[config.mk]
export PLATFORM = sky130hd
export DESIGN_NAME = note_div_scheduler
export DESIGN_NICKNAME = d
export VERILOG_FILES = /design/src/rtl/note_div_scheduler_pkg.sv /design/src/rtl/note_div_scheduler_seq_div.sv /design/src/rtl/note_div_scheduler.sv
export SDC_FILE = /design/constraint.sdc
export NUM_CORES = 1
export LEC_CHECK = 0
export ABC_CLOCK_PERIOD_IN_PS = 6100
export CAP_MARGIN = 20
export CORE_AREA = 2 2 187 189
export CTS_CLUSTER_DIAMETER = 30
export DETAILED_ROUTE_END_ITERATION = 7
export DIE_AREA = 0 0 189 191
export DONT_BUFFER_PORTS = 1
export PLACE_DENSITY = 0.45
export SLEW_MARGIN = 20
export SYNTH_ARGS = -nofsm -noshare
export SYNTH_HDL_FRONTEND = slang
export SYNTH_SLANG_ARGS = --single-unit
export TNS_END_PERCENT = 30
[constraint.sdc]
create_clock -name clk -period 6.1 [get_ports clk]
set_input_delay 0.305 -clock clk [delete_from_list [all_inputs] [get_ports clk]]
set_output_delay 0.305 -clock clk [all_outputs]
set_load 0.005 [all_outputs]
[src/rtl/note_div_scheduler_pkg.sv]
// -----------------------------------------------------------------------------
// note_div_scheduler_pkg
// Shared definitions for the note divider scheduler: default division
// constants, datapath widths, the scheduler state enum and the channel enum.
// -----------------------------------------------------------------------------
package note_div_scheduler_pkg;

    localparam int unsigned DIVIDEND  = 100_000_000; // numerator, fits in 27 bits
    localparam int unsigned SIL_CODE  = 100_000_000; // raw code meaning silence
    localparam int unsigned QW        = 22;          // output quotient width

    localparam int unsigned DVD_W     = 27;          // dividend / quotient width
    localparam int unsigned DVS_W     = 33;          // effective divisor width
    localparam int unsigned LAST_STEP = DVD_W - 1;   // index of final iteration

    typedef enum logic [1:0] {
        IDLE,
        LOAD,
        DIV,
        DONE
    } state_t;

    typedef enum logic {
        L,
        R
    } chan_t;

endpackage

[src/rtl/note_div_scheduler_seq_div.sv]
// -----------------------------------------------------------------------------
// seq_restoring_div
// Sequential restoring divider, one quotient bit per clock, MSB first.
//
// Ports:
//   clk, rst  : clock, asynchronous active-high reset
//   start     : loads dividend/divisor, clears remainder and iteration count
//   dividend  : DVD_W-bit numerator
//   divisor   : DVS_W-bit denominator (must be non-zero for a valid result)
//   done      : high during the final iteration cycle; quotient is valid
//               from the following cycle until the next start
//   quotient  : DVD_W-bit quotient
// -----------------------------------------------------------------------------
module seq_restoring_div
    import note_div_scheduler_pkg::*;
(
    input  logic             clk,
    input  logic             rst,
    input  logic             start,
    input  logic [DVD_W-1:0] dividend,
    input  logic [DVS_W-1:0] divisor,
    output logic             done,
    output logic [DVD_W-1:0] quotient
);

    logic [DVS_W-1:0] r_rem;
    logic [DVD_W-1:0] r_dq;    // shifts dividend bits out, quotient bits in
    logic [DVS_W-1:0] r_dvs;
    logic [4:0]       r_cnt;
    logic             r_run;

    logic [DVS_W:0]   w_shift;
    logic [DVS_W:0]   w_diff;
    logic             w_ge;

    assign w_shift = {r_rem, r_dq[DVD_W-1]};
    assign w_diff  = w_shift - {1'b0, r_dvs};
    // Remainder stays below the divisor, so the shifted value is below twice
    // the divisor: a non-negative difference always has its top bit clear and
    // a negative one always has it set.
    assign w_ge    = ~w_diff[DVS_W];

    always_ff @(posedge clk or posedge rst) begin
        if (rst) begin
            r_rem <= '0;
            r_dq  <= '0;
            r_dvs <= '0;
            r_cnt <= '0;
            r_run <= 1'b0;
        end else if (start) begin
            r_rem <= '0;
            r_dq  <= dividend;
            r_dvs <= divisor;
            r_cnt <= '0;
            r_run <= 1'b1;
        end else if (r_run) begin
            r_rem <= w_ge ? w_diff[DVS_W-1:0] : w_shift[DVS_W-1:0];
            r_dq  <= {r_dq[DVD_W-2:0], w_ge};
            r_cnt <= r_cnt + 5'd1;
            if (r_cnt == 5'(LAST_STEP)) begin
                r_run <= 1'b0;
            end
        end
    end

    assign done     = r_run && (r_cnt == 5'(LAST_STEP));
    assign quotient = r_dq;

endmodule

[src/rtl/note_div_scheduler.sv]
// -----------------------------------------------------------------------------
// note_div_scheduler
// Time-shares one sequential divider between the left and right channels to
// produce registered DIVIDEND / freq values for note_gen, applying octave
// shift, silence, zero-divisor and saturation rules. Channels alternate L, R.
//
// Ports:
//   clk, rst        : clock, asynchronous active-high reset
//   freqL, freqR    : raw 32-bit channel frequencies
//   octave          : 1 = down, 3 = up, anything else = normal
//   note_div_left   : registered left divider value (reset 1)
//   note_div_right  : registered right divider value (reset 1)
//   upd_left/right  : one-cycle pulse alongside a newly written value
//   busy            : high in LOAD, DIV and DONE
//
// Build option: NOTE_DIV_SKIP_EN -- skip a channel whose {silence, divisor}
// matches the last value it was computed for.
// -----------------------------------------------------------------------------
module note_div_scheduler #(
    parameter int unsigned DIVIDEND = note_div_scheduler_pkg::DIVIDEND,
    parameter int unsigned SIL_CODE = note_div_scheduler_pkg::SIL_CODE,
    parameter int unsigned QW       = note_div_scheduler_pkg::QW
) (
    input  logic          clk,
    input  logic          rst,
    input  logic [31:0]   freqL,
    input  logic [31:0]   freqR,
    input  logic [2:0]    octave,
    output logic [QW-1:0] note_div_left,
    output logic [QW-1:0] note_div_right,
    output logic          upd_left,
    output logic          upd_right,
    output logic          busy
);

    import note_div_scheduler_pkg::*;

    state_t           r_state;
    state_t           w_nxt;
    chan_t            r_ch;
    logic             r_sil;
    logic             r_zero;
    logic [QW-1:0]    r_div_l;
    logic [QW-1:0]    r_div_r;
    logic             r_upd_l;
    logic             r_upd_r;

    logic [31:0]      w_f;
    logic [DVS_W-1:0] w_d;
    logic             w_sil;
    logic             w_zero;
    logic             w_start;
    logic             w_wr;
    logic             w_skip;
    logic             w_div_done;
    logic [DVD_W-1:0] w_q;
    logic             w_sat;
    logic [QW-1:0]    w_res;

    // Selected channel's effective divisor and bypass flags
    assign w_f = (r_ch == L) ? freqL : freqR;

    always_comb begin
        case (octave)
            3'd1:    w_d = {1'b0, w_f} >> 1;
            3'd3:    w_d = {w_f, 1'b0};
            default: w_d = {1'b0, w_f};
        endcase
    end

    assign w_sil  = (w_f == SIL_CODE);
    assign w_zero = (w_d == '0);

    seq_restoring_div u_div (
        .clk      (clk),
        .rst      (rst),
        .start    (w_start),
        .dividend (DVD_W'(DIVIDEND)),
        .divisor  (w_d),
        .done     (w_div_done),
        .quotient (w_q)
    );

    assign w_sat = (w_q >> QW) != '0;

    always_comb begin
        if (r_sil) begin
            w_res = QW'(1);
        end else if (r_zero || w_sat) begin
            w_res = '1;
        end else begin
            w_res = w_q[QW-1:0];
        end
    end

`ifdef NOTE_DIV_SKIP_EN
    logic [DVS_W:0] r_key_l;
    logic [DVS_W:0] r_key_r;
    logic           r_vld_l;
    logic           r_vld_r;
    logic [DVS_W:0] w_key;

    assign w_key  = {w_sil, w_d};
    assign w_skip = (r_state == IDLE) &&
                    ((r_ch == L) ? (r_vld_l && (r_key_l == w_key))
                                 : (r_vld_r && (r_key_r == w_key)));

    always_ff @(posedge clk or posedge rst) begin
        if (rst) begin
            r_key_l <= '0;
            r_key_r <= '0;
            r_vld_l <= 1'b0;
            r_vld_r <= 1'b0;
        end else if (r_state == LOAD) begin
            if (r_ch == L) begin
                r_key_l <= w_key;
                r_vld_l <= 1'b1;
            end else begin
                r_key_r <= w_key;
                r_vld_r <= 1'b1;
            end
        end
    end
`else
    assign w_skip = 1'b0;
`endif

    // State register
    always_ff @(posedge clk or posedge rst) begin
        if (rst) begin
            r_state <= IDLE;
        end else begin
            r_state <= w_nxt;
        end
    end

    // Next state and per-state strobes
    always_comb begin
        w_nxt   = r_state;
        w_start = 1'b0;
        w_wr    = 1'b0;
        case (r_state)
            IDLE: begin
                if (!w_skip) begin
                    w_nxt = LOAD;
                end
            end
            LOAD: begin
                if (w_sil || w_zero) begin
                    w_nxt = DONE;
                end else begin
                    w_start = 1'b1;
                    w_nxt   = DIV;
                end
            end
            DIV: begin
                if (w_div_done) begin
                    w_nxt = DONE;
                end
            end
            DONE: begin
                w_wr  = 1'b1;
                w_nxt = IDLE;
            end
            default: w_nxt = IDLE;
        endcase
    end

    // Channel pointer, captured flags and output registers
    always_ff @(posedge clk or posedge rst) begin
        if (rst) begin
            r_ch    <= L;
            r_sil   <= 1'b0;
            r_zero  <= 1'b0;
            r_div_l <= QW'(1);
            r_div_r <= QW'(1);
            r_upd_l <= 1'b0;
            r_upd_r <= 1'b0;
        end else begin
            if (r_state == LOAD) begin
                r_sil  <= w_sil;
                r_zero <= w_zero;
            end
            if (w_wr || w_skip) begin
                r_ch <= (r_ch == L) ? R : L;
            end
            r_upd_l <= w_wr && (r_ch == L);
            r_upd_r <= w_wr && (r_ch == R);
            if (w_wr && (r_ch == L)) begin
                r_div_l <= w_res;
            end
            if (w_wr && (r_ch == R)) begin
                r_div_r <= w_res;
            end
        end
    end

    assign note_div_left  = r_div_l;
    assign note_div_right = r_div_r;
    assign upd_left       = r_upd_l;
    assign upd_right      = r_upd_r;
    assign busy           = (r_state != IDLE);

endmodule

==> results.ini, run 1 <==
[critical_path]
timing.rr.start = r_ch
worst-path-buf-inv = 1
cp.required_ps = 6420
max_stage_delay_ps = 1020
rrSetupSlack_ps = 1750
cp-end-kind = flop
startpoint = r_ch
worstPathArrival_ps = 4670
path_class = reg2reg
crit_path_max_fanout = 74
timing.rr.end = u_div.r_dvs[8]
critPathSlowestCell = dfrtp_2
startpoint_type = flop
cp_top_family = multiplexers
reg2regPathDepth = 8
cp_cell_sequence = mux2i_1 > mux2_2 > a21oi_1 > a2111oi_1 > nand4_1 > and3_4 > buf_4 > mux2_1

[timing]
setup_viol = 0
skew_ps = 12.8
final_hold_viol_count = 0
max_freq_mhz = 230
grt_setup_unrepaired = no
drv_slew = 0
finalCritPeriodShare_pct = 71.3
finalCriticalPeriod_ps = 4350
slew_headroom_pct = 34.6
tightest_slew_ps = 980
hold-worst-slack_ps = 40.7
fin_tns_setup_ps = 0

[clock_network]
numCtsBuffers = 17
path_clk_slew_ps = 70
cts-resized-gates = 0
cts_setup_buffers = 0
ctsHoldBuffers = 1
cts_root_buf = clkbuf_16
cts.sinks = 150
worstSkewPairLatency_ps = 440
htree_num_levels = 4
clock_path_buffers = 2
cts_tree = yes

[route]
first_iter_violations = 400
first_pass_iters = 5
via_count = 7824
viasPerCell = 5.05
drt-total-wl_microns = 26200
drtAntennaViolNets = 0
avgRoutedWirePerCell_microns = 16.9
drc = 0

[cells_and_area]
antenna_cells = 0
areaGrowthSynthToFinish_pct = 9.43
fin_nets = 1191
fillerInstances = 3622
drive_gt1_share_pct = 9.60

[yosys]
yosys.area.top_type = dfrtp_1
synth_top_area_share_pct = 37.8
synth.most_common_cell = dfrtp_1
synth_ff_type = dfrtp_1
synth_cells = 1127
netlist_top_cells_count = 148 x dfrtp_1, 131 x nand2_1, 121 x o21ai_0
syn_nets = 1237
synth-seq-area-share_pct = 38.3
syn_area_per_cell_sq_um = 8.70
yosysWarningCount = 0
synth_edf_count = 0
synth_cell_types = 63
synth_seq_cells = 150
syn-cell-area_sq_um = 9800
synthArstFlopShare_pct = 100
synth.area.top_cells = dfrtp_1 38%, o21ai_0 6.2%, mux2i_1 6.1%

[grt]
grt_pass1_wl_microns = 42900
grt_max_degree = 92
grt_pass1_vias = 7677
antenna_found_initial = 0
grtUsageTotal_pct = 14.9
overflow = 0

[placed_design]
dp_hpwl_microns = 18800
numPortBuffers = 0
gp_congestion = 0.886

[min_path]
min_path_cells = 2
hold_path_end = u_div.r_dvs[32]
hp-start = octave[1]
min_path_type = in2reg

[die]
fp.dieW_microns = 189
rows = 68
ios = 116
start_util_pct = 28.7
dieHeight_microns = 191
die_area_sq_um = 36100
design.core.area_sq_um = 34100

[power]
power_per_cell_area_nw_per_um2 = 314
ir_drop_v = 0.000201
p_leak_nw = 5.05

[run_status]
status = completed

[run]
cap_violations = 0

-- worst max path at each step --
stage | cells past startpoint | slack [ps] | end
after global routing | 8 | 1400 | u_div.r_dvs[8]
final | 8 | 1750 | u_div.r_dvs[8]
after CTS | 8 | 1730 | u_div.r_dvs[8]
after global placement | 8 | 1870 | u_div.r_dvs[8]
after detailed placement | 8 | 1750 | u_div.r_dvs[8]
after floorplan | 1 | 1760 | note_div_left[10]
-- cells by family after synthesis --
| kind of cell | Yosys count | share of synthesized area (%) |
|---|---|---|
| simple gates | 367 | 17.2 |
| mux | 85 | 9.00 |
| flops | 150 | 38.3 |
| xor+xnor | 29 | 2.59 |
| fa+ha+maj | 41 | 5.31 |
| compound gates | 326 | 21.8 |
| buf+inv | 129 | 5.73 |
-- per-layer routing --
metal	track usage (%)	part of all wire (%)
met5	0	0
met1	20.4	48
met3	3.03	4.3
met4	4.69	1.8
met2	23.4	46
-- registers in the layout, summed over array words and instances, names as in the netlist --
signal / flops
note_div_left: 22
note_div_right: 22
r_ch: 1
r_sil: 1
r_state: 2
r_zero: 1
u_div.quotient: 27
u_div.r_cnt: 5
u_div.r_dvs: 33
u_div.r_rem: 33
u_div.r_run: 1
upd_left: 1
upd_right: 1
-- cells in the final DEF (no fill, tap or decap), drive strengths merged, types with 12 or more instances in the layout --
master  Yosys  routed
dfrtp     148     148
o21ai     133     133
nand2     131     131
nor2      114     114
a21oi      70      70
inv        54      63
mux2i      60      60
ha         40      40
a211oi     35      35
mux2       25      25
nand4      22      22
o211ai     18      18
clkbuf     50      18
xnor2      17      17
nand3      15      15
nor3       15      15
nor2b      14      14
a21o       13      13
a211o      12      12
xor2       12      12
-- area by class of cell --
class                      count  area (sq um)  share of cell area [%]
multi-input combinational    848          5520                    51.5
sequential                   150          3760                    35.1
tap                          455           569                    5.31
clock buffer                  18           439                    4.09
inverter                      54           208                    1.94
clock inverter                14           151                    1.41
timing repair buffer          10          77.6                   0.723
-- where the power goes --
part	total, mW	internal, mW	switching [mW]
registers	1.20	1.10	0.0918
clock network	1.08	0.591	0.486
logic	1.09	0.430	0.665
-- through the flow --
| stage | power [mW] | cell area [sq um] | util [%] | instances | setup slack [ps] |
|---|---|---|---|---|---|
| 2_1_floorplan | 2.06 | 9800 | - | 1127 | 1760 |
| 3_3_place_gp | 2.31 | 10100 | 29.7 | 1516 | 1870 |
| 3_5_place_dp | 2.31 | 10100 | 29.7 | 1516 | 1750 |
| 4_1_cts | 3.41 | 10700 | 31.4 | 1549 | 1730 |
| 5_1_grt | 3.60 | 10700 | 31.4 | 1549 | 1400 |
| 6_report | 3.37 | 10700 | 31.4 | 1549 | 1750 |
Note: power is estimated with default switching activity, not from simulation.
==> run 2, diff against run 1 <==
- ABC_CLOCK_PERIOD_IN_PS: 6100 -> 4300
- clock period: 6.1 -> 4.3 ns (I/O delays scaled with it)
==> results.ini, run 2 (synthesized netlist as in run 1, its figures left out) <==
[clock_network]
cts.sinks = 150  ; unchanged
cts_root_buf = clkbuf_16
worstSkewPairLatency_ps = 430  ; about the same
path_clk_slew_ps = 70  ; about the same
clock_path_buffers = 2  ; unchanged
cts_setup_buffers = 0  ; unchanged
cts_tree = yes
htree_num_levels = 4  ; unchanged
numCtsBuffers = 17  ; unchanged

[timing]
max_freq_mhz = 267  ; +16%
finalCriticalPeriod_ps = 3750  ; -596 ps
finalCritPeriodShare_pct = 87.3  ; +16 points
setup_viol = 0  ; unchanged
skew_ps = 12.8  ; +0.00210 ps
drv_slew = 0  ; unchanged
final_hold_viol_count = 0  ; unchanged
fin_tns_setup_ps = 0  ; unchanged
slew_headroom_pct = 45.0  ; +10 points
grt_setup_unrepaired = no
tightest_slew_ps = 825  ; -155 ps

[critical_path]
startpoint_type = flop
cp_cell_sequence = buf_12 > mux2i_1 > mux2_2 > a21oi_1 > a2111oi_1 > nand4_1 > and3_4 > buf_4 > buf_4 > o21ai_0
worstPathArrival_ps = 4100  ; -570 ps
critPathSlowestCell = dfrtp_2
rrSetupSlack_ps = 550  ; -1200 ps
path_class = reg2reg
reg2regPathDepth = 10  ; +2
cp-end-kind = flop
crit_path_max_fanout = 34  ; -54%
timing.rr.start = r_ch
startpoint = r_ch
cp.required_ps = 4640  ; -1780 ps
max_stage_delay_ps = 640  ; -380 ps
crit_top_cell = buf_4

[cells_and_area]
areaGrowthSynthToFinish_pct = 10.0
drive_gt1_share_pct = 9.99  ; +0.39 points
fin_nets = 1198  ; +0.59%
antenna_cells = 0  ; unchanged
most-common-layout-cells = 146 x dfrtp_1, 131 x nand2_1, 121 x o21ai_0
layout_commonest_cell = dfrtp_1
fillerInstances = 3641  ; +0.52%

[placed_design]
dp_hpwl_microns = 19400  ; +3.2%
numPortBuffers = 0  ; unchanged
gp_congestion = 0.880  ; -0.74%

[die]
start_util_pct = 28.7  ; unchanged
dieHeight_microns = 191  ; unchanged
design.core.area_sq_um = 34100  ; unchanged
fp.dieW_microns = 189  ; unchanged
die_area_sq_um = 36100  ; unchanged
rows = 68  ; unchanged
ios = 116  ; unchanged

[route]
avgRoutedWirePerCell_microns = 17.2  ; +1.7%
drc = 0  ; unchanged
viasPerCell = 5.07  ; +0.36%
first_iter_violations = 439  ; +9.8%
drtAntennaViolNets = 0  ; unchanged
first_pass_iters = 5  ; unchanged
drt-total-wl_microns = 26700  ; +2.2%
via_count = 7888  ; +0.82%

[grt]
grt_pass1_wl_microns = 43500  ; +1.3%
overflow = 0  ; unchanged
grt_pass1_vias = 7713  ; +0.47%
grtUsageTotal_pct = 15.1  ; +0.23 points
grt_max_degree = 81  ; -12%
antenna_found_initial = 0  ; unchanged

[power]
p_leak_nw = 5.08  ; +0.62%
power.share.sequential_pct = 35.9  ; +0.4 points
ir_drop_v = 0.000294  ; +46%
p_int_mw = 2.95  ; +39%
p_sw_mw = 1.76  ; +42%
p_total_mw = 4.71  ; +40%
power_per_cell_area_nw_per_um2 = 436  ; +39%
combPwrFrac_pct = 33.4  ; +0.9 points
swShare_pct = 37.4  ; +0.53 points
pwr-share-clk_pct = 30.8  ; -1.2 points

[min_path]
min_path_cells = 2  ; unchanged
min_path_type = in2reg
hp-start = octave[1]

[run]
cap_violations = 0  ; unchanged

[run_status]
status = completed

==> run 2: area by class of cell <==
type / instances / area, sq um / area share, %
repair buffers: 17 / 168 / 1.55
clock inverters: 14 / 134 / 1.24
clock buffers: 18 / 429 / 3.98
inverters: 54 / 208 / 1.93
flip-flops and latches: 150 / 3760 / 34.9
multi-input cells: 848 / 5520 / 51.2
well taps: 455 / 569 / 5.28
==> run 2: power by group through the flow <==
stage	registers, mW	clock network (mW)	logic (mW)
after global routing	1.71	1.56	1.77
final	1.69	1.45	1.57
after CTS	1.69	1.49	1.58
after floorplan	1.65	0	1.27
after detailed placement	1.72	0	1.57
after global placement	1.72	0	1.57
==> run 2: worst paths after layout <==
kind,to
worst max register to register,u_div.r_dvs[25]
worst min-delay path,u_div.r_dvs[32]
max in group asynchronous,u_div.quotient[15]
min in group asynchronous,r_state[0]
worst max-delay path,u_div.r_dvs[25]
worst min register to register,u_div.r_dvs[8]
==> run 2: metal layers <==
| layer | global-route usage [%] | up-vias | share of wire, % |
|---|---|---|---|
| met4 | 4.54 | 0 | 1.6 |
| met2 | 23.3 | 140 | 45 |
| met5 | 0 | - | 0 |
| met1 | 21.0 | 3793 | 49 |
| met3 | 3.40 | 20 | 4.7 |
| li1 | - | 3935 | - |
==> run 2: what timing repair did <==
action | CTS | global route
endpoints found under the hold margin | 76 | 0
hold buffers | 1 | 0
gates resized for setup | 0 | 0
==> run 2: critical path: cells and delay by family (launching register included) <==
family	cells	cell delay, ps
mux	2	770
compound gates	3	760
buf+inv	3	730
simple gates	2	720
flops	1	640
==> run 2: per-stage QoR <==
stage / cells / utilization (%) / cell area [sq um] / hold WS, ps / worst slack [ps]
global placement: 1523 / 29.9 / 10200 / 277 / 708
floorplan: 1127 / - / 9800 / 458 / 51.9
detailed placement: 1523 / 29.9 / 10200 / 276 / 609
global route: 1556 / 31.6 / 10800 / 17.9 / 258
finish: 1556 / 31.6 / 10800 / 26.7 / 548
CTS: 1556 / 31.6 / 10800 / 21.2 / 586
